$ cat config.mk
export PLATFORM = sky130hd
export DESIGN_NAME = fp_pack_stage
export DESIGN_NICKNAME = d
export VERILOG_FILES = /design/src/rtl/fp_pack_pkg.sv /design/src/rtl/fp_round_encode.sv /design/src/rtl/fp_pack_stage.sv
export SDC_FILE = /design/constraint.sdc
export NUM_CORES = 1
export LEC_CHECK = 0
export CORE_MARGIN = 4
export CORE_UTILIZATION = 52
export DETAILED_ROUTE_END_ITERATION = 7
export PLACE_DENSITY_LB_ADDON = 0.05
export SETUP_SLACK_MARGIN = 0.1
export SLEW_MARGIN = 20
export SYNTH_ARGS = -nofsm -noshare
export SYNTH_HDL_FRONTEND = slang
export SYNTH_SLANG_ARGS = --single-unit
$ cat constraint.sdc
create_clock -name clk -period 3 [get_ports clk]
set_clock_uncertainty 0.15 [all_clocks]
set_input_delay 0.6 -clock clk [delete_from_list [all_inputs] [get_ports clk]]
set_output_delay 0.6 -clock clk [all_outputs]
set_load 0.05 [all_outputs]
$ cat src/rtl/fp_pack_pkg.sv
// Shared definitions for the FP pack stage.
//   - rounding-mode encodings carried on the rm port
//   - bit positions inside flags_out {nv, of, uf, nx} and class_out {nan, pinf, ninf}
//   - exponent bias and largest-finite-magnitude helpers, derived from the format widths
package fp_pack_pkg;

  localparam logic [1:0] RM_RNE = 2'd0;
  localparam logic [1:0] RM_RTZ = 2'd1;
  localparam logic [1:0] RM_RUP = 2'd2;
  localparam logic [1:0] RM_RDN = 2'd3;

  localparam int FLG_NV = 3;
  localparam int FLG_OF = 2;
  localparam int FLG_UF = 1;
  localparam int FLG_NX = 0;

  localparam int CLS_NAN  = 2;
  localparam int CLS_PINF = 1;
  localparam int CLS_NINF = 0;

  function automatic int fp_bias(input int exp_w);
    return (1 << (exp_w - 1)) - 1;
  endfunction

  // Magnitude (exponent and fraction, no sign) of the largest finite value.
  function automatic logic [63:0] fp_max_finite(input int exp_w, input int man_w);
    logic [63:0] e_max;
    e_max = (64'd1 << exp_w) - 64'd2;
    return (e_max << man_w) | ((64'd1 << man_w) - 64'd1);
  endfunction

endpackage

$ cat src/rtl/fp_round_encode.sv
// Combinational round / range-check / encode of one normalised value.
//   sign_in, exp_in (signed, unbiased), mant_in {hidden, fraction, G, R, S}
//   is_nan_in, is_pinf_in, is_ninf_in : special classes (priority nan > pinf > ninf)
//   rm        : rounding mode
//   data_out  : {sign, exponent, fraction}
//   class_out : {nan, pinf, ninf}
//   flags_out : {nv, of, uf, nx}
module fp_round_encode
  import fp_pack_pkg::*;
#(
  parameter int EXP_W    = 5,
  parameter int MAN_W    = 10,
  parameter int IN_EXP_W = 7
) (
  input  logic                       sign_in,
  input  logic signed [IN_EXP_W-1:0] exp_in,
  input  logic [MAN_W+3:0]           mant_in,
  input  logic                       is_nan_in,
  input  logic                       is_pinf_in,
  input  logic                       is_ninf_in,
  input  logic [1:0]                 rm,
  output logic [EXP_W+MAN_W:0]       data_out,
  output logic [2:0]                 class_out,
  output logic [3:0]                 flags_out
);

  localparam int OUT_W = 1 + EXP_W + MAN_W;
  // One extra bit so exponent + bias + carry cannot wrap.
  localparam int EB_W  = IN_EXP_W + 1;

  localparam logic signed [EB_W-1:0] BIAS_S  = EB_W'(fp_bias(EXP_W));
  localparam logic signed [EB_W-1:0] EB_OVF  = EB_W'((1 << EXP_W) - 1);
  localparam logic signed [EB_W-1:0] EB_ZERO = '0;
  localparam logic [OUT_W-2:0]       MAX_MAG = (OUT_W-1)'(fp_max_finite(EXP_W, MAN_W));
  localparam logic [OUT_W-2:0]       INF_MAG = {{EXP_W{1'b1}}, {MAN_W{1'b0}}};
  localparam logic [OUT_W-1:0]       QNAN    = {1'b0, {EXP_W{1'b1}}, 1'b1, {(MAN_W-1){1'b0}}};

  function automatic logic round_inc(input logic [1:0] mode, input logic s,
                                     input logic lsb, input logic g, input logic rs);
    logic inc;
    case (mode)
      RM_RNE:  inc = g & (rs | lsb);
      RM_RTZ:  inc = 1'b0;
      RM_RUP:  inc = ~s & (g | rs);
      default: inc = s & (g | rs);
    endcase
    return inc;
  endfunction

  // Overflow saturates to infinity only when the mode rounds away from zero
  // in the direction of the sign; otherwise it clamps to the largest finite.
  function automatic logic [OUT_W-1:0] ovf_result(input logic [1:0] mode, input logic s);
    logic to_inf;
    to_inf = (mode == RM_RNE) | ((mode == RM_RUP) & ~s) | ((mode == RM_RDN) & s);
    return {s, to_inf ? INF_MAG : MAX_MAG};
  endfunction

  logic [MAN_W:0]          sig;
  logic [MAN_W+1:0]        sum;
  logic                    lsb, g, rs, inc, carry;
  logic [MAN_W-1:0]        frac;
  logic signed [EB_W-1:0]  exp_ext, carry_ext, e_b;

  assign sig       = mant_in[MAN_W+3:3];
  assign lsb       = mant_in[3];
  assign g         = mant_in[2];
  assign rs        = mant_in[1] | mant_in[0];
  assign inc       = round_inc(rm, sign_in, lsb, g, rs);
  assign sum       = {1'b0, sig} + (MAN_W+2)'(inc);
  assign carry     = sum[MAN_W+1];
  assign frac      = carry ? sum[MAN_W:1] : sum[MAN_W-1:0];
  assign exp_ext   = {exp_in[IN_EXP_W-1], exp_in};
  assign carry_ext = {{(EB_W-1){1'b0}}, carry};
  assign e_b       = exp_ext + BIAS_S + carry_ext;

  always_comb begin
    data_out  = '0;
    class_out = '0;
    flags_out = '0;
    if (is_nan_in) begin
      data_out          = QNAN;
      class_out[CLS_NAN] = 1'b1;
      flags_out[FLG_NV] = 1'b1;
    end else if (is_pinf_in) begin
      data_out            = {1'b0, INF_MAG};
      class_out[CLS_PINF] = 1'b1;
    end else if (is_ninf_in) begin
      data_out            = {1'b1, INF_MAG};
      class_out[CLS_NINF] = 1'b1;
    end else if (!mant_in[MAN_W+3]) begin
      data_out = {sign_in, {(OUT_W-1){1'b0}}};
    end else if (e_b >= EB_OVF) begin
      data_out          = ovf_result(rm, sign_in);
      flags_out[FLG_OF] = 1'b1;
      flags_out[FLG_NX] = 1'b1;
    end else if (e_b <= EB_ZERO) begin
      // No subnormal output: anything below the normal range flushes to zero.
      data_out          = {sign_in, {(OUT_W-1){1'b0}}};
      flags_out[FLG_UF] = 1'b1;
      flags_out[FLG_NX] = 1'b1;
    end else begin
      data_out          = {sign_in, e_b[EXP_W-1:0], frac};
      flags_out[FLG_NX] = g | rs;
    end
  end

endmodule

$ cat src/rtl/fp_pack_stage.sv
// Tail stage of the FP pipeline: rounds and encodes each accepted item and
// presents it through a valid/ready interface backed by a 2-entry skid buffer
// (output register + skid entry), so in_ready never depends on out_ready.
//   clk, rst_n (async, active-low), enable (0 freezes everything), flush
//   rm, in_valid/in_ready, sign_in, exp_in, mant_in, is_*_in, tag_in : upstream
//   out_valid/out_ready, out_data, class_out, flags_out, tag_out      : downstream
module fp_pack_stage
  import fp_pack_pkg::*;
#(
  parameter int EXP_W    = 5,
  parameter int MAN_W    = 10,
  parameter int IN_EXP_W = 7,
  parameter int TAG_W    = 1
) (
  input  logic                       clk,
  input  logic                       rst_n,
  input  logic                       enable,
  input  logic                       flush,
  input  logic [1:0]                 rm,
  input  logic                       in_valid,
  output logic                       in_ready,
  input  logic                       sign_in,
  input  logic signed [IN_EXP_W-1:0] exp_in,
  input  logic [MAN_W+3:0]           mant_in,
  input  logic                       is_nan_in,
  input  logic                       is_pinf_in,
  input  logic                       is_ninf_in,
  input  logic [TAG_W-1:0]           tag_in,
  output logic                       out_valid,
  input  logic                       out_ready,
  output logic [EXP_W+MAN_W:0]       out_data,
  output logic [2:0]                 class_out,
  output logic [3:0]                 flags_out,
  output logic [TAG_W-1:0]           tag_out
);

  localparam int OUT_W = 1 + EXP_W + MAN_W;
  localparam int ENT_W = OUT_W + 3 + 4 + TAG_W;

  logic [OUT_W-1:0] enc_data_p0;
  logic [2:0]       enc_cls_p0;
  logic [3:0]       enc_flg_p0;
  logic [ENT_W-1:0] ent_p0;
  logic [ENT_W-1:0] out_p1, skid_p1;
  logic             vld_p1, skid_vld_p1;
  logic             accept, xfer;

  // p0: round and encode the incoming item; rm is consumed here, so the
  // mode in force at accept time is what ends up in the stored result.
  fp_round_encode #(
    .EXP_W   (EXP_W),
    .MAN_W   (MAN_W),
    .IN_EXP_W(IN_EXP_W)
  ) u_round_encode (
    .sign_in   (sign_in),
    .exp_in    (exp_in),
    .mant_in   (mant_in),
    .is_nan_in (is_nan_in),
    .is_pinf_in(is_pinf_in),
    .is_ninf_in(is_ninf_in),
    .rm        (rm),
    .data_out  (enc_data_p0),
    .class_out (enc_cls_p0),
    .flags_out (enc_flg_p0)
  );

  assign ent_p0   = {enc_data_p0, enc_cls_p0, enc_flg_p0, tag_in};
  assign in_ready = enable & ~skid_vld_p1;
  assign accept   = in_valid & in_ready;
  assign xfer     = vld_p1 & out_ready & enable;

  // p1: output register and skid entry. The skid only fills when the output
  // register is occupied and not draining, and it always drains first.
  always_ff @(posedge clk or negedge rst_n) begin
    if (!rst_n) begin
      vld_p1      <= 1'b0;
      skid_vld_p1 <= 1'b0;
      out_p1      <= '0;
      skid_p1     <= '0;
    end else if (enable) begin
      if (flush) begin
        vld_p1      <= 1'b0;
        skid_vld_p1 <= 1'b0;
      end else if (xfer) begin
        if (skid_vld_p1) begin
          out_p1      <= skid_p1;
          skid_vld_p1 <= 1'b0;
        end else if (accept) begin
          out_p1 <= ent_p0;
        end else begin
          vld_p1 <= 1'b0;
        end
      end else if (accept) begin
        if (!vld_p1) begin
          out_p1 <= ent_p0;
          vld_p1 <= 1'b1;
        end else begin
          skid_p1     <= ent_p0;
          skid_vld_p1 <= 1'b1;
        end
      end
    end
  end

  assign out_valid = vld_p1;
  assign {out_data, class_out, flags_out, tag_out} = out_p1;

endmodule

# Word-level counts from Yosys, hierarchy flattened
# Cells that the tools add are included.
[totals] reg_bits=50 input_bits=34 output_inout_bits=26
[classes] addsub=3 order_cmp=2 eq_ne=6 n_mux=37 n_bitwise=18 reduce_logical=9
[ops] op="$mux 24" n=5
[ops] op="$mux 16" n=3
[ops] op="$mux 15" n=3
[ops] op="$mux 1" n=18
[ops] op="$add 11x1->12" n=1
[ops] op="$mux 3" n=4
[ops] op="$mux 11" n=1
[ops] op="$mux 10" n=1
[ops] op="$reduce_and 5->1" n=2
[ops] op="$and 1x1->1" n=9
[ops] op="$add 7x5->8 const B" n=1
[ops] op="$add 8x2->8" n=1
[ops] op="$ge 8x6->1 const B" n=1
[ops] op="$le 8x1->1 const B" n=1
[ops] op="$ne 3x3->1 const B" n=2
[ops] op="$reduce_bool 3->1" n=2
[ops] op="$or 1x1->1" n=5
[ops] op="$eq 2x2->1 const B" n=2
[ops] op="$not 1->1" n=4
[ops] op="$reduce_and 4->1" n=1
[ops] op="$reduce_bool 2->1" n=2
[ops] op="$pmux 1 s3" n=1
[ops] op="$reduce_and 3->1" n=1
[ops] op="$eq 2x1->1 const B" n=1
[ops] op="other kinds (3)" n=3

# Depth between registers and ports, before layout
# Gate-level depths: netlist of run 1.
[depth] depth_word=16 ltp_mapped=19 mapped_depth_nobuf=17

# Hierarchy
# A second synthesis of run 1 with hierarchy kept.
[hier_totals] cells_unflattened=275 area_unflattened_um2=3148.0
[by_module_without_submodules] mod="fp_pack_stage" instances=1 cells_each=142 area_each_um2=2237.1 seq_area_each_um2=1251.2
[by_module_without_submodules] mod="fp_round_encode" instances=1 cells_each=133 area_each_um2=910.9 seq_area_each_um2=0.0

# Least setup slack after synthesis of run 1
# OpenSTA, ideal clock, no wires.
[synth_timing] path_type="in2reg" from="input rm[1]" to="register out_p1[14]" setup_time_ns=0.094 t_arrival_ns=3.908 required_time_ns=2.756 setup_slack_ns=-1.153 cell_stages=19 cell_sequence="nor2b_1 > ha_1 > nor2_1 > nand2_1 > nand2_1 > ha_1 > nand4_1 > nor4_4 > inv_1 > ha_1 > ha_1 > buf_4 > nor3b_1 > a31oi_1 > o41ai_1 > and2_1 > buf_6 > a31oi_4 > a211oi_1"
[synth_between] elab_chain_cells=14 elab_cells_between_ends=26
[synth_lines] item="start, declared" line_no="fp_pack_stage.sv:19" source="input logic [1:0] rm,"
[synth_lines] item="$eq 2x2->1 (tied with other cells)" line_no="fp_round_encode.sv:41, fp_round_encode.sv:54"
[synth_lines] item="$pmux 1 s3" line_no="fp_round_encode.sv:41" source="case (mode)"
[synth_lines] item="$add 11x1->12" line_no="fp_round_encode.sv:69" source="assign sum = {1'b0, sig} + (MAN_W+2)'(inc);"
[synth_lines] item="$add 8x2->8" line_no="fp_round_encode.sv:74" source="assign e_b = exp_ext + BIAS_S + carry_ext;"
[synth_lines] item="$le 8x1->1" line_no="fp_round_encode.sv:96" source="end else if (e_b <= EB_ZERO) begin"
[synth_lines] item="$mux 15" line_no="fp_round_encode.sv:96"
[synth_lines] item="$mux 15 (*)" line_no="fp_round_encode.sv:92" source="end else if (e_b >= EB_OVF) begin"
[synth_lines] item="$mux 15 (*)" line_no="fp_round_encode.sv:90" source="end else if (!mant_in[MAN_W+3]) begin"
[synth_lines] item="$mux 16 (*)" line_no="fp_round_encode.sv:87" source="end else if (is_ninf_in) begin"
[synth_lines] item="$mux 16 (*)" line_no="fp_round_encode.sv:84" source="end else if (is_pinf_in) begin"
[synth_lines] item="$mux 16 (*)" line_no="fp_round_encode.sv:80" source="if (is_nan_in) begin"
[synth_lines] item="$mux 24 (on tied branches)" line_no="fp_pack_stage.sv:94, fp_pack_stage.sv:88"
[synth_lines] item="$mux 24 (on tied branches)" line_no="fp_pack_stage.sv:93, fp_pack_stage.sv:85"
[synth_lines] item="$mux 24 (*)" line_no="fp_pack_stage.sv:84" source="end else if (xfer) begin"
[synth_lines] item="end signal, assigned" line_no="fp_pack_stage.sv:86" source="out_p1 <= skid_p1;"
[synth_lines] item="end signal, assigned" line_no="fp_pack_stage.sv:89" source="out_p1 <= ent_p0;"
[synth_lines] item="end signal, assigned" line_no="fp_pack_stage.sv:95" source="out_p1 <= ent_p0;"
[synth_lines] item="end, declared" line_no="fp_pack_stage.sv:44" source="logic [ENT_W-1:0] out_p1, skid_p1;"
# Every way passes the cells marked *; elsewhere a longest branch is shown, timed or not. The select of a mux whose other input is x is not followed.
# A chain may end at the register's enable or synchronous reset.

# Worst setup path after layout of run 1
[layout_timing] from="input rm[1]" to="register skid_p1[9]"
[layout_between] elab_chain_cells=11 elab_cells_between_ends=21
[layout_lines] item="$eq 2x2->1 (tied with other cells)" line_no="fp_round_encode.sv:41, fp_round_encode.sv:54"
[layout_lines] item="$pmux 1 s3" line_no="fp_round_encode.sv:41"
[layout_lines] item="$add 11x1->12" line_no="fp_round_encode.sv:69"
[layout_lines] item="$add 8x2->8" line_no="fp_round_encode.sv:74"
[layout_lines] item="$le 8x1->1" line_no="fp_round_encode.sv:96"
[layout_lines] item="$mux 15" line_no="fp_round_encode.sv:96"
[layout_lines] item="$mux 15 (*)" line_no="fp_round_encode.sv:92"
[layout_lines] item="$mux 15 (*)" line_no="fp_round_encode.sv:90"
[layout_lines] item="$mux 16 (*)" line_no="fp_round_encode.sv:87"
[layout_lines] item="$mux 16 (*)" line_no="fp_round_encode.sv:84"
[layout_lines] item="$mux 16 (*)" line_no="fp_round_encode.sv:80"
[layout_lines] item="end signal, assigned" line_no="fp_pack_stage.sv:98" source="skid_p1 <= ent_p0;"
[layout_lines] item="end, declared" line_no="fp_pack_stage.sv:44"
# Every way passes the cells marked *; elsewhere a longest branch is shown, timed or not.

==> flow_summary.json, run 1 <==
{
  "vias": 3852,
  "synthCells": 347,
  "yosysWarnings": 0,
  "async_flop_share_pct": 100,
  "synth-edff-count": 0,
  "grt_start_max_net_pins": 24,
  "grt_pass1_wl_um": 18700,
  "synth-seq-cells": 48,
  "clk_latency_ps": 310,
  "cp_max_fo": 5,
  "hpwl_um": 6210,
  "cts-htree-levels": 2,
  "fp.dieH_um": 83.3,
  "ys_types": 54,
  "setup_viol": 36,
  "start_kind": "primary input",
  "yosysMostFrequentCell": "dfrtp_1",
  "grt_usage_pct": 33.5,
  "r2r_slack_ps": 460,
  "hold_path.class": "in -> async",
  "p_leak_nw": 2.04,
  "crit_required_ps": 3040,
  "r2r-end": "out_p1[20]$_DFFE_PN0P_",
  "drt-total-wl_um": 13200,
  "cts_hold_buf": 0,
  "grt_pass1_vias": 3683,
  "ys.flop_type": "dfrtp_1",
  "area_delta_synth_final_pct": 64.6,
  "clkTransAtPathRegs_ps": 90,
  "cts_inserted_buffers": 5,
  "start_util_pct": 53.6,
  "gp_congestion": 0.925,
  "syn_nets": 386,
  "antenna_left": 0,
  "layout-drive-gt1-share_pct": 37.3,
  "netlist_area_sq_um": 2950,
  "worst_slew_pin_slew_ps": 591,
  "holdWs_ps": 112,
  "wire_per_inst_um": 23.1,
  "netlist_top_cells_count": "dfrtp_1 (48), nand2_1 (45), nor2_1 (36)",
  "dieArea_sq_um": 6950,
  "fmax_mhz": 255,
  "drt_iter0_markers": 541,
  "antenna_cells": 0,
  "pre_cts_slack_ps": -1370,
  "root_buffer": "clkbuf_8",
  "critPathKind": "in -> reg",
  "violations": "setup timing",
  "overflow": 0,
  "slew_headroom_pct": 60.3,
  "dieWidth_um": 83.3,
  "synth_top_area_share_pct": 40.7,
  "cts_sinks": 48,
  "arrival_ps": 3970,
  "total_power_w": 0.00317,
  "cpPeakStageDelay_ps": 430,
  "remaining_drc_errors": 0,
  "drv_slew": 0,
  "numPortBuffers": 59,
  "timing.rr.start": "skid_vld_p1$_DFFE_PN0P_",
  "peakVddDrop_mv": 0.467,
  "endpoint_kind": "flop",
  "fin_area_sq_um": 4860,
  "fin_cells": 570,
  "fillCellCount": 238,
  "crit_family": "simple AND/OR/NAND/NOR gates",
  "seq_area_frac_synth_pct": 40.7,
  "reg2reg_depth": 7,
  "cts_tree": "yes",
  "dpl_cell_area_sq_um": 4030,
  "fin_crit_ps": 3930,
  "crit_top_cell": "ha_4",
  "boundaryPins": 60,
  "syn_avg_cell_area_sq_um": 8.51,
  "finalCritPeriodShare_pct": 131,
  "maxCapViolCount": 0,
  "cts.path.max_buffers": 2,
  "rows": 27,
  "crit_buf_inv": 6,
  "cp_slowest_cell": "or3b_4",
  "core_area_sq_um": 5510,
  "antenna_found_initial": 0,
  "grt_setup_unrepaired": "yes",
  "synth_area_leaders": "dfrtp_1 (41%), nand2_1 (5.7%), nor2_1 (4.6%)",
  "dp_cells": 516,
  "viasPerCell": 6.76,
  "hold_violations": 0,
  "p_per_area_nw_per_um2": 652,
  "fin_ws_ps": -927,
  "path_cells": "buf_6, nor2b_4, ha_4, nor2_2, nand2_1, nand2_2, ha_4, nand4_1, nor4_4, inv_2, ha_4, ha_4, or3b_4, nor4_4, a211o_1, a41oi_2, buf_4, buf_4, buf_4, buf_6, nand3_4, o22ai_2",
  "netlist.top_cell.by_area": "dfrtp_1",
  "nNetsFinal": 536,
  "drtPass1Iterations": 6,
  "status": "finished, violations left",
  "path_depth": 22
}
==> placed cells by master, fill, tap and decap left out, types with 3 or more instances in the layout <==
cell type         n
clkbuf_8          6
or3_1             7
nand2b_1          4
nor3_1           16
a21o_1            3
xor2_1            4
a31oi_1           7
nor2b_1           4
ha_4              4
o211ai_1          4
buf_4            88
nand3_1           4
nor2_2            4
dfrtp_1          48
nand2_1          44
a211oi_2          4
buf_12            4
a31oi_4           3
o21ai_0          19
nor2_1           32
xnor2_1           4
inv_2             3
and3_1            5
a21oi_1          17
a21oi_2           8
clkdlybuf4s50_1  50
nand4_1           8
inv_1             4
o22ai_2           3
o21ai_1           6
buf_6            13
nor3_2            3
nand3_4           3
==> final cells by class <==
class / count / area, sq um / share of cell area, %
Inverter: 7 / 26.3 / 0.541
Clock inverter: 2 / 38.8 / 0.798
Timing Repair Buffer: 162 / 1440 / 29.7
Multi-Input combinational cell: 273 / 1980 / 40.7
Clock buffer: 6 / 82.6 / 1.70
Tap cell: 72 / 90.1 / 1.85
Sequential cell: 48 / 1200 / 24.7
==> power by group <==
part           internal, W  leakage, nW  switching [W]  total, W
clock network     0.000273       0.0614       0.000230  0.000502
registers         0.000893        0.601       0.000184   0.00108
logic             0.000594         1.38       0.000994   0.00159
==> worst max path at each step <==
stage	start	end	slack, ps
floorplan	rm[1]	out_p1[8]$_DFFE_PN0P_	-910
global placement	rm[1]	out_p1[1]$_DFFE_PN0P_	-1210
detailed placement	rm[1]	out_p1[12]$_DFFE_PN0P_	-1370
CTS	rm[0]	out_p1[14]$_DFFE_PN0P_	-490
global route	rm[1]	skid_p1[17]$_DFFE_PN0P_	-1060
finish	rm[1]	skid_p1[9]$_DFFE_PN0P_	-930
==> flip-flops by register name, summed over array words and instances (netlist names) <==
signal       count
out_p1          23
out_valid        1
skid_p1         23
skid_vld_p1      1
==> layer usage <==
| layer | track usage [%] | share of wire (%) | wire [um] |
|---|---|---|---|
| met5 | 0 | 0 | 0 |
| met4 | 19.2 | 8.8 | 1150 |
| met3 | 5.75 | 11 | 1400 |
| met2 | 57.8 | 48 | 6260 |
| met1 | 39.0 | 33 | 4340 |
==> logic make-up (layout without fill, tap and decap cells) <==
family	after synthesis	count (layout)	share of synthesized area [%]
DFF	48	48	40.7
adders and majority gates	5	5	2.12
AOI/OAI and AO/OA	92	94	20.5
buffers and inverters	28	177	4.54
xor gates and xnor gates	9	9	2.67
muxes	3	3	1.14
and+or+nand+nor	162	162	28.4
==> what timing repair did <==
item,CTS,global route
cloned,3,0
setup buffers,36,9
pin swaps,33,8
resized for setup,70,26
setup endpoints to repair,36,36
==> per-stage QoR <==
step	setup TNS (ps)	utilization [%]
after global routing	-34110	88.2
after global placement	-40750	73.2
after floorplan	-27990	-
after detailed placement	-46180	73.2
final	-29670	88.2
after CTS	-12890	85.2
==> worst register-to-register path, stage by stage (launching register included) <==
cell     delay [ps]
dfrtp_1         480
nor2b_1         200
or4_1           640
buf_4           280
a21oi_1         260
o21ai_0         220
a31oi_4         180
a21o_1           90
Note: power is estimated with default switching activity, not from simulation.
==> inputs of run 2 (changes only) <==
--- a/config.mk
+++ b/config.mk
@@ -7,7 +7,9 @@
 export LEC_CHECK = 0
 export CORE_MARGIN = 4
 export CORE_UTILIZATION = 52
+export CTS_CLUSTER_DIAMETER = 100
 export DETAILED_ROUTE_END_ITERATION = 7
+export MAX_ROUTING_LAYER = met4
 export PLACE_DENSITY_LB_ADDON = 0.05
 export SETUP_SLACK_MARGIN = 0.1
 export SLEW_MARGIN = 20
==> run 2 against run 1 <==
The flow still finishes with violations (setup timing). Non-clock buffer count decreased by 2. Critical path depth decreased by 2. Fmax increased by 1.2%. Global-route usage increased by 0.95 points. Highest routed layer unchanged. Flip-flop and latch count unchanged. Clock power about the same. Register-to-register slack improved by 50 ps. Critical path type unchanged.
==> flow_summary.json, run 2 (synthesis gave the netlist of run 1 again) <==
{
  "multi_input_area_sq_um": 1970,
  "cts_sinks": 48,
  "critPathKind": "in -> reg",
  "start_kind": "primary input",
  "fmax_mhz": 258,
  "pre_cts_slack_ps": -1370,
  "dieWidth_um": 83.3,
  "boundaryPins": 60,
  "viasPerCell": 6.61,
  "violations": "setup timing",
  "numPortBuffers": 59,
  "grt_pass1_vias": 3701,
  "p_per_area_nw_per_um2": 653,
  "crit_top_cell": "ha_4",
  "drv_slew": 0,
  "comb_power_share_pct": 49.8,
  "drt_iter0_markers": 435,
  "rows": 27,
  "holdWs_ps": 119,
  "p_int_w": 0.00175,
  "root_buffer": "clkbuf_8",
  "cts_inserted_buffers": 5,
  "seqCellArea_sq_um": 1200,
  "antenna_cells": 0,
  "p_leak_nw": 2.03,
  "final_cell_mix": "buf_4 (87), clkdlybuf4s50_1 (50), dfrtp_1 (48)",
  "seq_power_share_pct": 34.2,
  "cts-htree-levels": 2,
  "nNetsFinal": 534,
  "grt_pass1_wl_um": 18800,
  "finalCritPeriodShare_pct": 129,
  "arrival_ps": 3930,
  "layout-drive-gt1-share_pct": 37.5,
  "path_cells": "buf_6, nor2b_4, ha_4, nor2_2, nand2_1, nand2_2, ha_4, nand4_1, nor4_4, inv_2, ha_4, ha_4, buf_4, nor3b_2, a31oi_1, o41ai_2, nand2_1, buf_8, nand4_1, a21oi_1",
  "vias": 3754,
  "pwr-share-clk_pct": 16.0,
  "final_common_cell": "buf_4",
  "reg2reg_depth": 7,
  "core_area_sq_um": 5510,
  "fin_area_sq_um": 4830,
  "clk_latency_ps": 310,
  "cts.path.max_buffers": 2,
  "cp_max_fo": 12,
  "status": "finished, violations left",
  "overflow": 0,
  "endpoint_kind": "flop",
  "grt_setup_unrepaired": "yes",
  "maxCapViolCount": 0,
  "switchingPower_w": 0.00140,
  "dpl_cell_area_sq_um": 4030,
  "gp_congestion": 0.941,
  "crit_required_ps": 3040,
  "worst_slew_pin_slew_ps": 589,
  "peakVddDrop_mv": 0.497,
  "path_depth": 20,
  "setup_viol": 36,
  "cts_tree": "yes",
  "largest_registers": "out_p1 x23, skid_p1 x23",
  "fin_ws_ps": -881,
  "cpPeakStageDelay_ps": 490,
  "final_util_pct": 87.7,
  "remaining_drc_errors": 0,
  "swShare_pct": 44.5,
  "slew_headroom_pct": 60.5,
  "total_power_w": 0.00315,
  "area_delta_synth_final_pct": 63.6,
  "crit_buf_inv": 4,
  "fp.dieH_um": 83.3,
  "antenna_left": 0,
  "start_util_pct": 53.6,
  "crit_family": "simple AND/OR/NAND/NOR gates",
  "antenna_found_initial": 0,
  "cp_slowest_cell": "o41ai_2",
  "clkTransAtPathRegs_ps": 100,
  "hold_path.class": "in -> async",
  "drtPass1Iterations": 6,
  "fillCellCount": 249,
  "grt_start_max_net_pins": 24,
  "drt-total-wl_um": 12300,
  "hpwl_um": 6210,
  "wire_per_inst_um": 21.6,
  "fin_crit_ps": 3880,
  "grt_usage_pct": 34.5,
  "hold_violations": 0,
  "dieArea_sq_um": 6950,
  "cts_hold_buf": 0
}
-- run 2: cell count changes in the layout (fill, tap and decap cells not counted), moves of 2 or more --
cell     delta
o22ai_2     -2
o21ai_1     -2
o22ai_1     +2
o21ai_2     +2
-- run 2: power by group through the flow --
stage	Combinational [W]	Sequential, W	Clock, W
after global placement	0.00137	0.00104	0
after detailed placement	0.00140	0.00105	0
after global routing	0.00164	0.00109	0.000532
final	0.00157	0.00108	0.000504
after floorplan	0.000434	0.00149	0
after CTS	0.00147	0.00105	0.000501
-- run 2: area by class of cell --
type	instances	share of cell area (%)
repair buffers	160	29.4
well taps	72	1.87
clock inverters	2	0.803
clock buffers	6	1.71
inverters	7	0.544
multi-input cells	273	40.9
flip-flops and latches	48	24.9
-- run 2: worst reg2reg max path, cell delays in order (launching register included) --
cell and delay [ps]:
dfrtp_1 480, nor2b_1 210, or4_1 640, buf_4 270, a21oi_1 220, o21ai_0 200
a31oi_4 180, a21o_1 100
-- run 2: path summary, 6_finish.rpt --
kind | start | end | slack, ps
max | rm[1] | skid_p1[11]$_DFFE_PN0P_ | -880
min | rst_n | skid_p1[17]$_DFFE_PN0P_ | 120
max reg2reg | skid_vld_p1$_DFFE_PN0P_ | out_p1[20]$_DFFE_PN0P_ | 510
min in group clk | skid_p1[7]$_DFFE_PN0P_ | skid_p1[7]$_DFFE_PN0P_ | 330
min reg2reg | skid_p1[7]$_DFFE_PN0P_ | skid_p1[7]$_DFFE_PN0P_ | 330
max in group asynchronous | rst_n | out_p1[9]$_DFFE_PN0P_ | 1950
-- run 2: routing by layer --
| metal | share of wire [%] | global-route usage [%] |
|---|---|---|
| met3 | 9.4 | 5.95 |
| met4 | 8.2 | 19.8 |
| met1 | 35 | 38.8 |
| met2 | 47 | 57.6 |
| met5 | 0 | - |
-- run 2: through the flow --
stage | std cells | TNS (ps)
after floorplan | 347 | -27990
final | 568 | -27830
after detailed placement | 516 | -46180
after CTS | 562 | -12890
after global placement | 516 | -40750
after global routing | 568 | -31890
-- run 2: timing repair --
| action | in CTS | in global routing |
|---|---|---|
| endpoints found under the setup margin | 36 | 36 |
| cloned | 3 | 0 |
| setup buffers | 36 | 7 |
| resized for setup | 70 | 25 |
| pin swaps | 33 | 6 |
==> inputs of run 3 (changes only) <==
--- a/config.mk
+++ b/config.mk
@@ -12,7 +12,7 @@
 export MAX_ROUTING_LAYER = met4
 export PLACE_DENSITY_LB_ADDON = 0.05
 export SETUP_SLACK_MARGIN = 0.1
-export SLEW_MARGIN = 20
+export SLEW_MARGIN = 10
 export SYNTH_ARGS = -nofsm -noshare
 export SYNTH_HDL_FRONTEND = slang
 export SYNTH_SLANG_ARGS = --single-unit
==> results of run 3 <==
Same layout as run 2: the final DEF is identical, and so are final timing and power.
